[src/rtl/dsi_tx_arbiter.sv]
// Per-packet arbiter sharing the DSI host TX header/payload interface between the
// command path and the video path. Video has priority, with a starvation limit and a request timeout.
module dsi_tx_arbiter #(
  parameter int unsigned STARVE_LIMIT = 8,
  parameter int unsigned TIMEOUT      = 4095
) (
  input  logic        TxByteClkHS,
  input  logic        rstn,
  input  logic        cmd_req,
  input  logic        vid_req,
  input  logic [1:0]  cmd_vc,
  input  logic [1:0]  vid_vc,
  input  logic [5:0]  cmd_data_type,
  input  logic [5:0]  vid_data_type,
  input  logic [15:0] cmd_byte_count,
  input  logic [15:0] vid_byte_count,
  input  logic        cmd_hs_mode,
  input  logic        vid_hs_mode,
  input  logic [31:0] cmd_payload,
  input  logic [31:0] vid_payload,
  output logic        cmd_ack,
  output logic        vid_ack,
  output logic        cmd_payload_en,
  output logic        vid_payload_en,
  output logic        cmd_payload_en_last,
  output logic        vid_payload_en_last,
  output logic        cmd_done,
  output logic        vid_done,
  output logic        cmd_err,
  output logic        vid_err,
  output logic [1:0]  host_tx_cmd_vc,
  output logic [5:0]  host_tx_cmd_data_type,
  output logic [15:0] host_tx_cmd_byte_count,
  output logic        host_tx_hs_mode,
  output logic        host_tx_cmd_req,
  input  logic        host_tx_cmd_ack,
  input  logic        host_tx_active,
  input  logic        host_tx_payload_en,
  input  logic        host_tx_payload_en_last,
  output logic [31:0] host_tx_payload,
  output logic        busy,
  output logic        grant_vid
);

  localparam logic [3:0]  StarveMax  = 4'(STARVE_LIMIT);
  localparam logic [11:0] TimeoutMax = 12'(TIMEOUT);

  typedef enum logic [2:0] {StIdle, StReq, StWaitAct, StActive, StDone} state_e;

  state_e      state_q, state_d;
  logic [11:0] timer_q, timer_d;
  logic [3:0]  starve_q, starve_d;
  logic        grant_vid_q, grant_vid_d;
  logic [1:0]  vc_q, vc_d;
  logic [5:0]  dt_q, dt_d;
  logic [15:0] cnt_q, cnt_d;
  logic        hs_q, hs_d;
  logic        cmd_ack_q, cmd_ack_d, vid_ack_q, vid_ack_d;
  logic        cmd_done_q, cmd_done_d, vid_done_q, vid_done_d;
  logic        cmd_err_q, cmd_err_d, vid_err_q, vid_err_d;
  logic        pick_vid;

  always_comb begin
    state_d     = state_q;
    timer_d     = timer_q;
    starve_d    = starve_q;
    grant_vid_d = grant_vid_q;
    vc_d        = vc_q;
    dt_d        = dt_q;
    cnt_d       = cnt_q;
    hs_d        = hs_q;
    cmd_ack_d   = 1'b0;
    vid_ack_d   = 1'b0;
    cmd_done_d  = 1'b0;
    vid_done_d  = 1'b0;
    cmd_err_d   = 1'b0;
    vid_err_d   = 1'b0;
    pick_vid    = 1'b0;

    unique case (state_q)
      StIdle: begin
        if (cmd_req || vid_req) begin
          pick_vid    = vid_req && !(cmd_req && (starve_q >= StarveMax));
          grant_vid_d = pick_vid;
          vc_d        = pick_vid ? vid_vc : cmd_vc;
          dt_d        = pick_vid ? vid_data_type : cmd_data_type;
          cnt_d       = pick_vid ? vid_byte_count : cmd_byte_count;
          hs_d        = pick_vid ? vid_hs_mode : cmd_hs_mode;
          timer_d     = '0;
          // Only video wins taken over a waiting command count toward starvation.
          if (pick_vid && cmd_req) begin
            starve_d = (starve_q >= StarveMax) ? starve_q : starve_q + 4'd1;
          end else begin
            starve_d = '0;
          end
          state_d = StReq;
        end
      end
      StReq: begin
        if (host_tx_cmd_ack) begin
          cmd_ack_d = !grant_vid_q;
          vid_ack_d = grant_vid_q;
          timer_d   = '0;
          state_d   = host_tx_active ? StActive : StWaitAct;
        end else if (timer_q == TimeoutMax) begin
          cmd_err_d = !grant_vid_q;
          vid_err_d = grant_vid_q;
          state_d   = StIdle;
        end else begin
          timer_d = timer_q + 12'd1;
        end
      end
      StWaitAct: begin
        if (host_tx_active) begin
          state_d = StActive;
        end else if (timer_q == TimeoutMax) begin
          cmd_err_d = !grant_vid_q;
          vid_err_d = grant_vid_q;
          state_d   = StIdle;
        end else begin
          timer_d = timer_q + 12'd1;
        end
      end
      StActive: begin
        if (!host_tx_active) state_d = StDone;
      end
      StDone: begin
        cmd_done_d = !grant_vid_q;
        vid_done_d = grant_vid_q;
        state_d    = StIdle;
      end
      default: state_d = StIdle;
    endcase
  end

  always_ff @(posedge TxByteClkHS) begin
    if (!rstn) begin
      state_q     <= StIdle;
      timer_q     <= '0;
      starve_q    <= '0;
      grant_vid_q <= 1'b0;
      vc_q        <= '0;
      dt_q        <= '0;
      cnt_q       <= '0;
      hs_q        <= 1'b0;
      cmd_ack_q   <= 1'b0;
      vid_ack_q   <= 1'b0;
      cmd_done_q  <= 1'b0;
      vid_done_q  <= 1'b0;
      cmd_err_q   <= 1'b0;
      vid_err_q   <= 1'b0;
    end else begin
      state_q     <= state_d;
      timer_q     <= timer_d;
      starve_q    <= starve_d;
      grant_vid_q <= grant_vid_d;
      vc_q        <= vc_d;
      dt_q        <= dt_d;
      cnt_q       <= cnt_d;
      hs_q        <= hs_d;
      cmd_ack_q   <= cmd_ack_d;
      vid_ack_q   <= vid_ack_d;
      cmd_done_q  <= cmd_done_d;
      vid_done_q  <= vid_done_d;
      cmd_err_q   <= cmd_err_d;
      vid_err_q   <= vid_err_d;
    end
  end

  assign busy                   = (state_q != StIdle);
  assign host_tx_cmd_req        = (state_q == StReq);
  assign grant_vid              = grant_vid_q;
  assign host_tx_cmd_vc         = vc_q;
  assign host_tx_cmd_data_type  = dt_q;
  assign host_tx_cmd_byte_count = cnt_q;
  assign host_tx_hs_mode        = hs_q;
  assign cmd_ack                = cmd_ack_q;
  assign vid_ack                = vid_ack_q;
  assign cmd_done               = cmd_done_q;
  assign vid_done               = vid_done_q;
  assign cmd_err                = cmd_err_q;
  assign vid_err                = vid_err_q;

  // Strobes only reach the granted side while a packet is in flight.
  assign host_tx_payload     = grant_vid_q ? vid_payload : cmd_payload;
  assign cmd_payload_en      = busy && !grant_vid_q && host_tx_payload_en;
  assign vid_payload_en      = busy && grant_vid_q && host_tx_payload_en;
  assign cmd_payload_en_last = busy && !grant_vid_q && host_tx_payload_en_last;
  assign vid_payload_en_last = busy && grant_vid_q && host_tx_payload_en_last;

endmodule

[config.mk]
export PLATFORM = sky130hd
export DESIGN_NAME = dsi_tx_arbiter
export DESIGN_NICKNAME = d
export VERILOG_FILES = /design/src/rtl/dsi_tx_arbiter.sv
export SDC_FILE = /design/constraint.sdc
export NUM_CORES = 1
export LEC_CHECK = 0
export CORE_MARGIN = 2
export CORE_UTILIZATION = 38
export DETAILED_ROUTE_END_ITERATION = 8
export PLACE_DENSITY = 0.86
export SYNTH_ARGS = -nofsm -noshare
export SYNTH_HDL_FRONTEND = slang
export SYNTH_SLANG_ARGS = --single-unit
[constraint.sdc]
create_clock -name TxByteClkHS -period 4 [get_ports TxByteClkHS]
set_clock_uncertainty 0.15 [all_clocks]
set_input_delay 0.8 -clock TxByteClkHS [delete_from_list [all_inputs] [get_ports TxByteClkHS]]
set_output_delay 0.8 -clock TxByteClkHS [all_outputs]
set_load 0.05 [all_outputs]
==> Yosys cells after proc, flatten, opt, wreduce, memory -nomap -nowiden <==
Index checks and enable logic that the tools add are counted.
{ "op_classes": {"reduce_logical": 21, "magnitude_cmp": 1, "n_mux": 27, "add_sub_neg": 2, "n_eq_ne": 9} }
{ "ops": {"columns": ["op", "count"], "rows": [
  ["$mux 12", 4],
  ["$pmux 12 s3", 1],
  ["$mux 32", 1],
  ["$mux 16", 1],
  ["$mux 3", 5],
  ["$add 12x1->12 const B", 1],
  ["$eq 12x12->1 const B", 1],
  ["$pmux 3 s4", 1],
  ["$logic_and 1x1->1", 9],
  ["$reduce_and 3->1", 3],
  ["$mux 1", 8],
  ["$mux 4", 2],
  ["$ne 2x2->1 const B", 4],
  ["$eq 3x2->1 const B", 2],
  ["$mux 6", 1],
  ["$reduce_and 2->1", 3],
  ["$reduce_bool 3->1", 2],
  ["$add 4x1->4 const B", 1],
  ["$ge 4x4->1 const B", 1],
  ["$pmux 1 s2", 2],
  ["$eq 3x1->1 const B", 1],
  ["$eq 3x3->1 const B", 1],
  ["$logic_not 3->1", 1],
  ["$logic_not 1->1", 2],
  ["2 further kinds", 2]
]} }
{ "word_totals": {"word_cells": 74, "inputBits": 122, "output_inout_bits": 70, "register_bits": 51} }

==> Depth between registers and ports, before layout <==
Gate-level depths: netlist of run 1.
{ "depth": {"word_depth": 7, "ltp_mapped": 7, "ltp_nobuf": 5} }

==> Least setup slack after synthesis of run 1 <==
No wires, ideal clock.
{ "synth_path": {"kind": "register to output", "start": "register grant_vid_q (netlist: grant_vid)", "end": "output port cmd_payload_en", "stages_incl_launch_ff": 4, "t_required_ns": 3.050, "path_slack_ns": 0.863, "n_path_buf": 2, "arrival_time_ns": 2.187, "cell_sequence": "dfxtp_1 -> clkbuf_1 -> buf_1 -> nor3b_1"} }
{ "synth_between": {"elab_chain_cells": 3} }
{ "synth_lines": {"columns": ["element", "line", "source"], "rows": [
  ["start, declared", "53", "logic grant_vid_q, grant_vid_d;"],
  ["start signal, assigned", "156", "grant_vid_q <= grant_vid_d;"],
  ["$logic_not 1->1", "186", "assign cmd_payload_en = busy && !grant_vid_q && host_tx_payload_en;"],
  ["$logic_and 1x1->1 (2 in a row)", "186", null],
  ["end, declared", "23", "output logic cmd_payload_en,"]
]} }
Every way passes these cells.

==> Final worst setup path of run 1 <==
{ "layout_path": {"start": "input port vid_payload[29]", "end": "output port host_tx_payload[29]"} }
{ "layout_between": {"elab_chain_cells": 1} }
{ "layout_lines": {"columns": ["element", "line", "source"], "rows": [
  ["start, declared", "20", "input logic [31:0] vid_payload,"],
  ["$mux 32", "185", "assign host_tx_payload = grant_vid_q ? vid_payload : cmd_payload;"],
  ["end, declared", "40", "output logic [31:0] host_tx_payload,"]
]} }
Every way passes these cells.

==> metrics.md, run 1 <==
| Metric | Value |
|---|---|
| Slew headroom | 39.1% |
| Mapped cell area | 2800 um^2 |
| Post-synthesis simple-gate area fraction | 18.1% |
| Post-synthesis compound-gate area fraction | 16.6% |
| Synth Flop Type | dfxtp_1 |
| Area growth from synthesis to layout | 73.7% |
| DP HPWL | 7.53 mm |
| Top cell type's share of synthesized area | 36.5% |
| Crit path max fanout | 1 |
| Pin count of the biggest net entering global routing | 54 |
| Hold buffers post-CTS | 0 |
| Critical Path Start | vid_payload[29] |
| Routed Antenna Nets | 0 |
| Wirelength, routed | 9.50 mm |
| VDD IR max | 0.201 mV |
| Top-count cell post-synth | dfxtp_1 |
| Worst-path clk slew | 0.08 ns |
| I/O pin count | 192 |
| Pre-CTS WS | 0.719 ns |
| Combinational power share | 48.4% |
| Hold path start | timer_q[9] |
| Power Dens Cells | 375 nW/um^2 |
| DR vias | 2,968 |
| Measured slew at the worst slew-check pin | 0.912 ns |
| DRT Pass-1 Iters | 4 |
| Endpoints failing hold | 0 |
| Syn_nets | 429 |
| Core area | 7180 um^2 |
| Mux contribution to synthesized area | 21.8% |
| Switching Fraction | 39.5% |
| Nets | 608 |
| Register bit total from synthesis | 51 |
| DR WL/cell | 16.3 um |
| EDFF count, synth | 0 |
| DR vias/cell | 5.10 |
| Tcrit/Tclk final | 82.2% |
| Max clock buf depth | 2 |
| Largest family of logic cells by synthesized area | multiplexers |
| CP startpoint kind | input port |
| Asr flop ratio synth | 0% |
| CP arrival | 2.34 ns |
| Setup ws final | 0.713 ns |
| H-Tree Depth | 2 |
| DRT iter0 DRCs | 168 |
| Die H | 89.8 um |
| Net Switching | 0.719 mW |
| Vias in the first global route | 2,841 |
| CTS tree | built |
| Die area | 8060 um^2 |
| Rows | 31 |
| GRT Total Usage | 22.5% |
| Fraction of layout cells with a size suffix above 1 | 11.6% |
| IO buf count | 191 |
| Commonest cells post-synth | dfxtp_1 (51), nor2_1 (38), mux2_2 (32), a211oi_1 (27), mux2i_1 (25) |
| Root Driver | clkbuf_8 |
| Status | completed |
| Sequential Power Share | 32.9% |
| # diodes | 0 |
| Post-CTS Resized | 0 |
| Adder-cell share of the synthesized area | 1.34% |
| Register area share after synthesis | 36.5% |
| Antenna violations before repair | 0 |
| First-pass GRT wire length | 14.8 mm |
| Total DRC errors in the routed layout | 0 |
| FMAX | 304 MHz |
| CP endpoint kind | primary output |
| Yosys top cell by area | dfxtp_1 |
| Clock network fraction of total power | 18.8% |
| Final Max Slew Viols | 0 |
| Synth Instances | 304 |
| P_int | 1.10 mW |
| Final estimated routing congestion in global placement | 0.882 |
| Final Total Pwr | 1.82 mW |
| Synth unique cells | 55 |
| Worst R2R Start | state_q[0] |
| Final Core Density | 67.7% |
| Setup violations, final | 0 |
| YS warnings | 0 |
| RSZ-0062 raised after global routing | false |
| Clk Latency, worst-skew pair | 0.30 ns |
| Synth area leaders | dfxtp_1 (37%), mux2_2 (13%), mux2i_1 (8.9%) |
| Max Cap Viol | 0 |
| Clock Sinks | 51 |
| Initial Util | 39.0% |
| Worst Hold Class | register to register |
| CTS buffer count | 5 |
| Final worst path period need | 3.29 ns |
| Leakage | 1.80 nW |
| Postcts setup bufs | 0 |
| Setup_tns | 0 ns |
| Die Width | 89.8 um |
| Crit path kind | input port to primary output |
| GRT overflow | 0 |
| Critical Path RT | 3.05 ns |
| Syn Area/Cell | 9.20 um^2 |
| Xor/xnor share of the synthesized area | 0.626% |
## per-layer routing
metal	wire, um	global-route usage, %	up-vias
met5	0	0	-
met4	282	7.56	0
met3	763	6.04	15
met2	4730	41.2	149
met1	3730	25.4	1332
li1	-	-	1472
## power by group through the flow
stage | clock [mW] | sequential, mW | combinational (mW)
after floorplan | 0 | 0.751 | 0.413
after global placement | 0 | 0.606 | 0.872
after detailed placement | 0 | 0.610 | 0.881
after CTS | 0.351 | 0.599 | 0.886
after global routing | 0.371 | 0.606 | 0.926
final | 0.343 | 0.599 | 0.881
## state kept, by name, indices dropped and copies added (netlist names), 2 cells and up
register / cells
state_q: 3
host_tx_cmd_vc: 2
starve_q: 4
host_tx_cmd_data_type: 6
timer_q: 12
host_tx_cmd_byte_count: 16
## path summary, 6_finish.rpt
path / endpoint / slack (ns) / cells past startpoint
worst min-delay path: timer_q[9] / 0.34 / 2
worst max register to register: host_tx_cmd_byte_count[15] / 1.66 / 4
worst min register to register: timer_q[9] / 0.34 / 2
worst max-delay path: host_tx_payload[29] / 0.71 / 3
## final cells by class
type / count / area, um^2
fill: 552 / 2320
timing repair buffer: 194 / 1930
multi-input combinational: 223 / 1650
sequential: 51 / 1020
tap: 99 / 124
clock buffer: 6 / 72.6
clock inverter: 1 / 30.0
inverter: 8 / 30.0
## stage by stage
step | hold WS, ns | instance area (um^2) | instances
finish | 0.342 | 4860 | 582
global placement | 0.330 | 4760 | 575
CTS | 0.347 | 4860 | 582
global route | 0.379 | 4860 | 582
floorplan | 0.293 | 2800 | 304
detailed placement | 0.335 | 4760 | 575
## placed cells by master (no fill, tap or decap), types with 2 or more instances in the layout
| cell type | synthesis | layout |
|---|---|---|
| nand2_1 | 17 | 17 |
| ha_1 | 3 | 3 |
| or3_1 | 3 | 3 |
| nand4_1 | 3 | 3 |
| o31ai_1 | 3 | 3 |
| nor3b_1 | 3 | 3 |
| mux2_2 | 32 | 32 |
| inv_1 | 8 | 8 |
| nor3b_2 | 2 | 2 |
| buf_4 | 1 | 3 |
| clkbuf_8 | 0 | 5 |
| o21ai_0 | 7 | 7 |
| and3_1 | 2 | 2 |
| clkdlybuf4s50_1 | 0 | 191 |
| nor3_2 | 2 | 2 |
| nand3_1 | 6 | 6 |
| dfxtp_1 | 51 | 51 |
| a211oi_1 | 27 | 27 |
| mux2i_1 | 25 | 25 |
| a21oi_1 | 11 | 11 |
| or4_1 | 3 | 3 |
| nor4_1 | 3 | 3 |
| or2_2 | 3 | 3 |
| nor2_1 | 38 | 38 |
## cells by family (layout without fill, tap and decap cells)
group           count (synthesis)  count (layout)
compound gates                 65              65
xor+xnor                        2               2
fa+ha+maj                       3               3
buf+inv                        30             209
flops                          51              51
mux                            57              57
simple gates                   96              96
## worst max-delay path, cell delays in order
cell and delay (ns):
clkdlybuf4s50_1 0.54, mux2_2 0.18, clkdlybuf4s50_1 0.82
No activity file was read; power rests on OpenSTA's default activity.
==> inputs of run 2 (changes only) <==
--- a/config.mk
+++ b/config.mk
@@ -6,9 +6,9 @@
 export NUM_CORES = 1
 export LEC_CHECK = 0
 export CORE_MARGIN = 2
-export CORE_UTILIZATION = 38
+export CORE_UTILIZATION = 32
 export DETAILED_ROUTE_END_ITERATION = 8
-export PLACE_DENSITY = 0.86
+export PLACE_DENSITY = 0.77
 export SYNTH_ARGS = -nofsm -noshare
 export SYNTH_HDL_FRONTEND = slang
 export SYNTH_SLANG_ARGS = --single-unit
==> constraint.sdc (replaced) <==
create_clock -name TxByteClkHS -period 3 [get_ports TxByteClkHS]
set_clock_uncertainty 0.15 [all_clocks]
set_input_delay 0.6 -clock TxByteClkHS [delete_from_list [all_inputs] [get_ports TxByteClkHS]]
set_output_delay 0.6 -clock TxByteClkHS [all_outputs]
set_load 0.05 [all_outputs]
==> run 2 against run 1 <==
Critical path depth stayed put. Non-clock buffer count increased by 2. Count of clock-buffer cells in the layout did not move. Wire length up 2.0%. Sequential share of layout area down 1.6 points. Combinational power increased by 52%. Utilization is 6.6 points lower. Power is 38% higher. Die area up 18%. First-iteration DRC count is 40% lower. Largest cell class unchanged. Highest routed layer unchanged.
==> metrics.md, run 2 (synthesis gave the netlist of run 1 again) <==
| Metric | Value |
|---|---|
| Status | completed |
| Hold Crit Endpoint | host_tx_cmd_byte_count[15] |
| Worst R2R Start | timer_q[0] |
| Leakage | 2.00 nW |
| Flop-to-flop setup slack | 0.77 ns |
| Worst-path clk slew | 0.09 ns |
| Slew headroom | 47.7% |
| Final worst path period need | 2.82 ns |
| Pre-CTS WS | 0.323 ns |
| Final Core Density | 61.2% |
| Die Width | 97.5 um |
| Hold buffers post-CTS | 0 |
| GRT overflow | 0 |
| CTS buffer count | 5 |
| Crit path max fanout | 12 |
| Worst R2R Path Depth | 5 |
| Measured slew at the worst slew-check pin | 0.780 ns |
| Max clock buf depth | 2 |
| Tcrit/Tclk final | 94.0% |
| Routed Antenna Nets | 0 |
| CP startpoint kind | register |
| Root Driver | clkbuf_8 |
| Sequential cell area | 1020 um^2 |
| Max FFs per register | 16 |
| Endpoints failing hold | 0 |
| Pin count of the biggest net entering global routing | 54 |
| Clock Sinks | 51 |
| RSZ-0062 raised after global routing | false |
| Post-CTS Resized | 0 |
| H-Tree Depth | 2 |
| GRT Total Usage | 20.0% |
| DR WL/cell | 16.3 um |
| Postcts setup bufs | 0 |
| DR vias | 3,023 |
| Multi-input logic area | 1650 um^2 |
| Worst Hold Class | register to register |
| Core area | 8590 um^2 |
| Most common cell after layout, fill and taps aside | clkdlybuf4s50_1 |
| Critical Path RT | 2.25 ns |
| Hold path start | host_tx_cmd_byte_count[15] |
| CP arrival | 2.07 ns |
| DRT iter0 DRCs | 101 |
| Die area | 9500 um^2 |
| DRT Pass-1 Iters | 4 |
| CTS tree | built |
| Crit path kind | register to primary output |
| Antenna violations before repair | 2 |
| Power Dens Cells | 478 nW/um^2 |
| DR vias/cell | 5.07 |
| First-pass GRT wire length | 15.3 mm |
| Final estimated routing congestion in global placement | 0.875 |
| Setup ws final | 0.181 ns |
| Initial Util | 32.5% |
| Die H | 97.5 um |
| Final Max Slew Viols | 0 |
| Fill count | 730 |
| Setup violations, final | 0 |
| FMAX | 355 MHz |
| Max Cap Viol | 0 |
| CP endpoint kind | primary output |
| Rows | 34 |
| I/O pin count | 192 |
| Vias in the first global route | 2,985 |
| Setup_tns | 0 ns |
| Most frequent cells in the layout | clkdlybuf4s50_1 (154), dfxtp_1 (51), nor2_1 (38), buf_12 (38), mux2_2 (32) |
| Clk Latency, worst-skew pair | 0.30 ns |
| Total DRC errors in the routed layout | 0 |
| Final Total Pwr | 2.51 mW |
| Hold path cells | 2 |
| Wirelength, routed | 9.69 mm |
| Fraction of layout cells with a size suffix above 1 | 19.8% |
| Nets | 610 |
| DP HPWL | 7.92 mm |
| Area growth from synthesis to layout | 87.9% |
| VDD IR max | 0.249 mV |
| IO buf count | 191 |
| Critical R2R Capture | timer_q[9] |
==> run 2: cell types whose count changed in the layout (fill, tap and decap cells not counted), sizes merged <==
| cell | change |
|---|---|
| bufinv | -1 |
| clkdlybuf4s50 | -37 |
| clkinvlp | +1 |
| buf | +39 |
| diode | +2 |
| clkinv | +1 |
==> run 2: area by class of cell <==
cell class	instances	area share, %
antenna	2	0.0952
clock buffer	6	1.38
clock inverter	2	0.238
inverter	8	0.571
multi-input combinational	223	31.3
sequential	51	19.4
tap	108	2.57
timing repair buffer	196	44.4
==> run 2: metal layers <==
metal / global-route usage [%] / routed length [um]
met1: 20.9 / 3520
met3: 4.60 / 564
met5: 0 / 0
met4: 8.65 / 384
met2: 37.7 / 5220
==> run 2: worst max path at each step <==
stage                           from         endpoint  slack [ns]  cells past startpoint
final                     state_q[0]             busy        0.18                      3
after global routing      state_q[0]  host_tx_cmd_req        0.04                      2
after CTS                 state_q[0]             busy        0.16                      3
after detailed placement     cmd_req       timer_q[5]        0.32                      6
after global placement       cmd_req       timer_q[4]        0.37                      6
after floorplan            grant_vid   cmd_payload_en        0.06                      3
==> run 2: per-stage QoR <==
step                cell area, um^2  hold slack [ns]  cells
floorplan                      2800            0.293    304
global placement               5160            0.326    586
detailed placement             5160            0.340    586
CTS                            5250            0.353    594
global route                   5260            0.362    596
finish                         5260            0.351    596
==> run 2: where the power goes <==
part           total, mW  switching (mW)  internal, mW
Clock              0.381           0.217         0.163
Combinational       1.34           0.726         0.611
Sequential         0.795          0.0492         0.746
==> run 2: worst max-delay path, stage by stage, from the launching register on <==
cell and delay (ns):
dfxtp_1 0.45, nor3_2 0.44, inv_1 0.14, clkdlybuf4s50_1 0.74
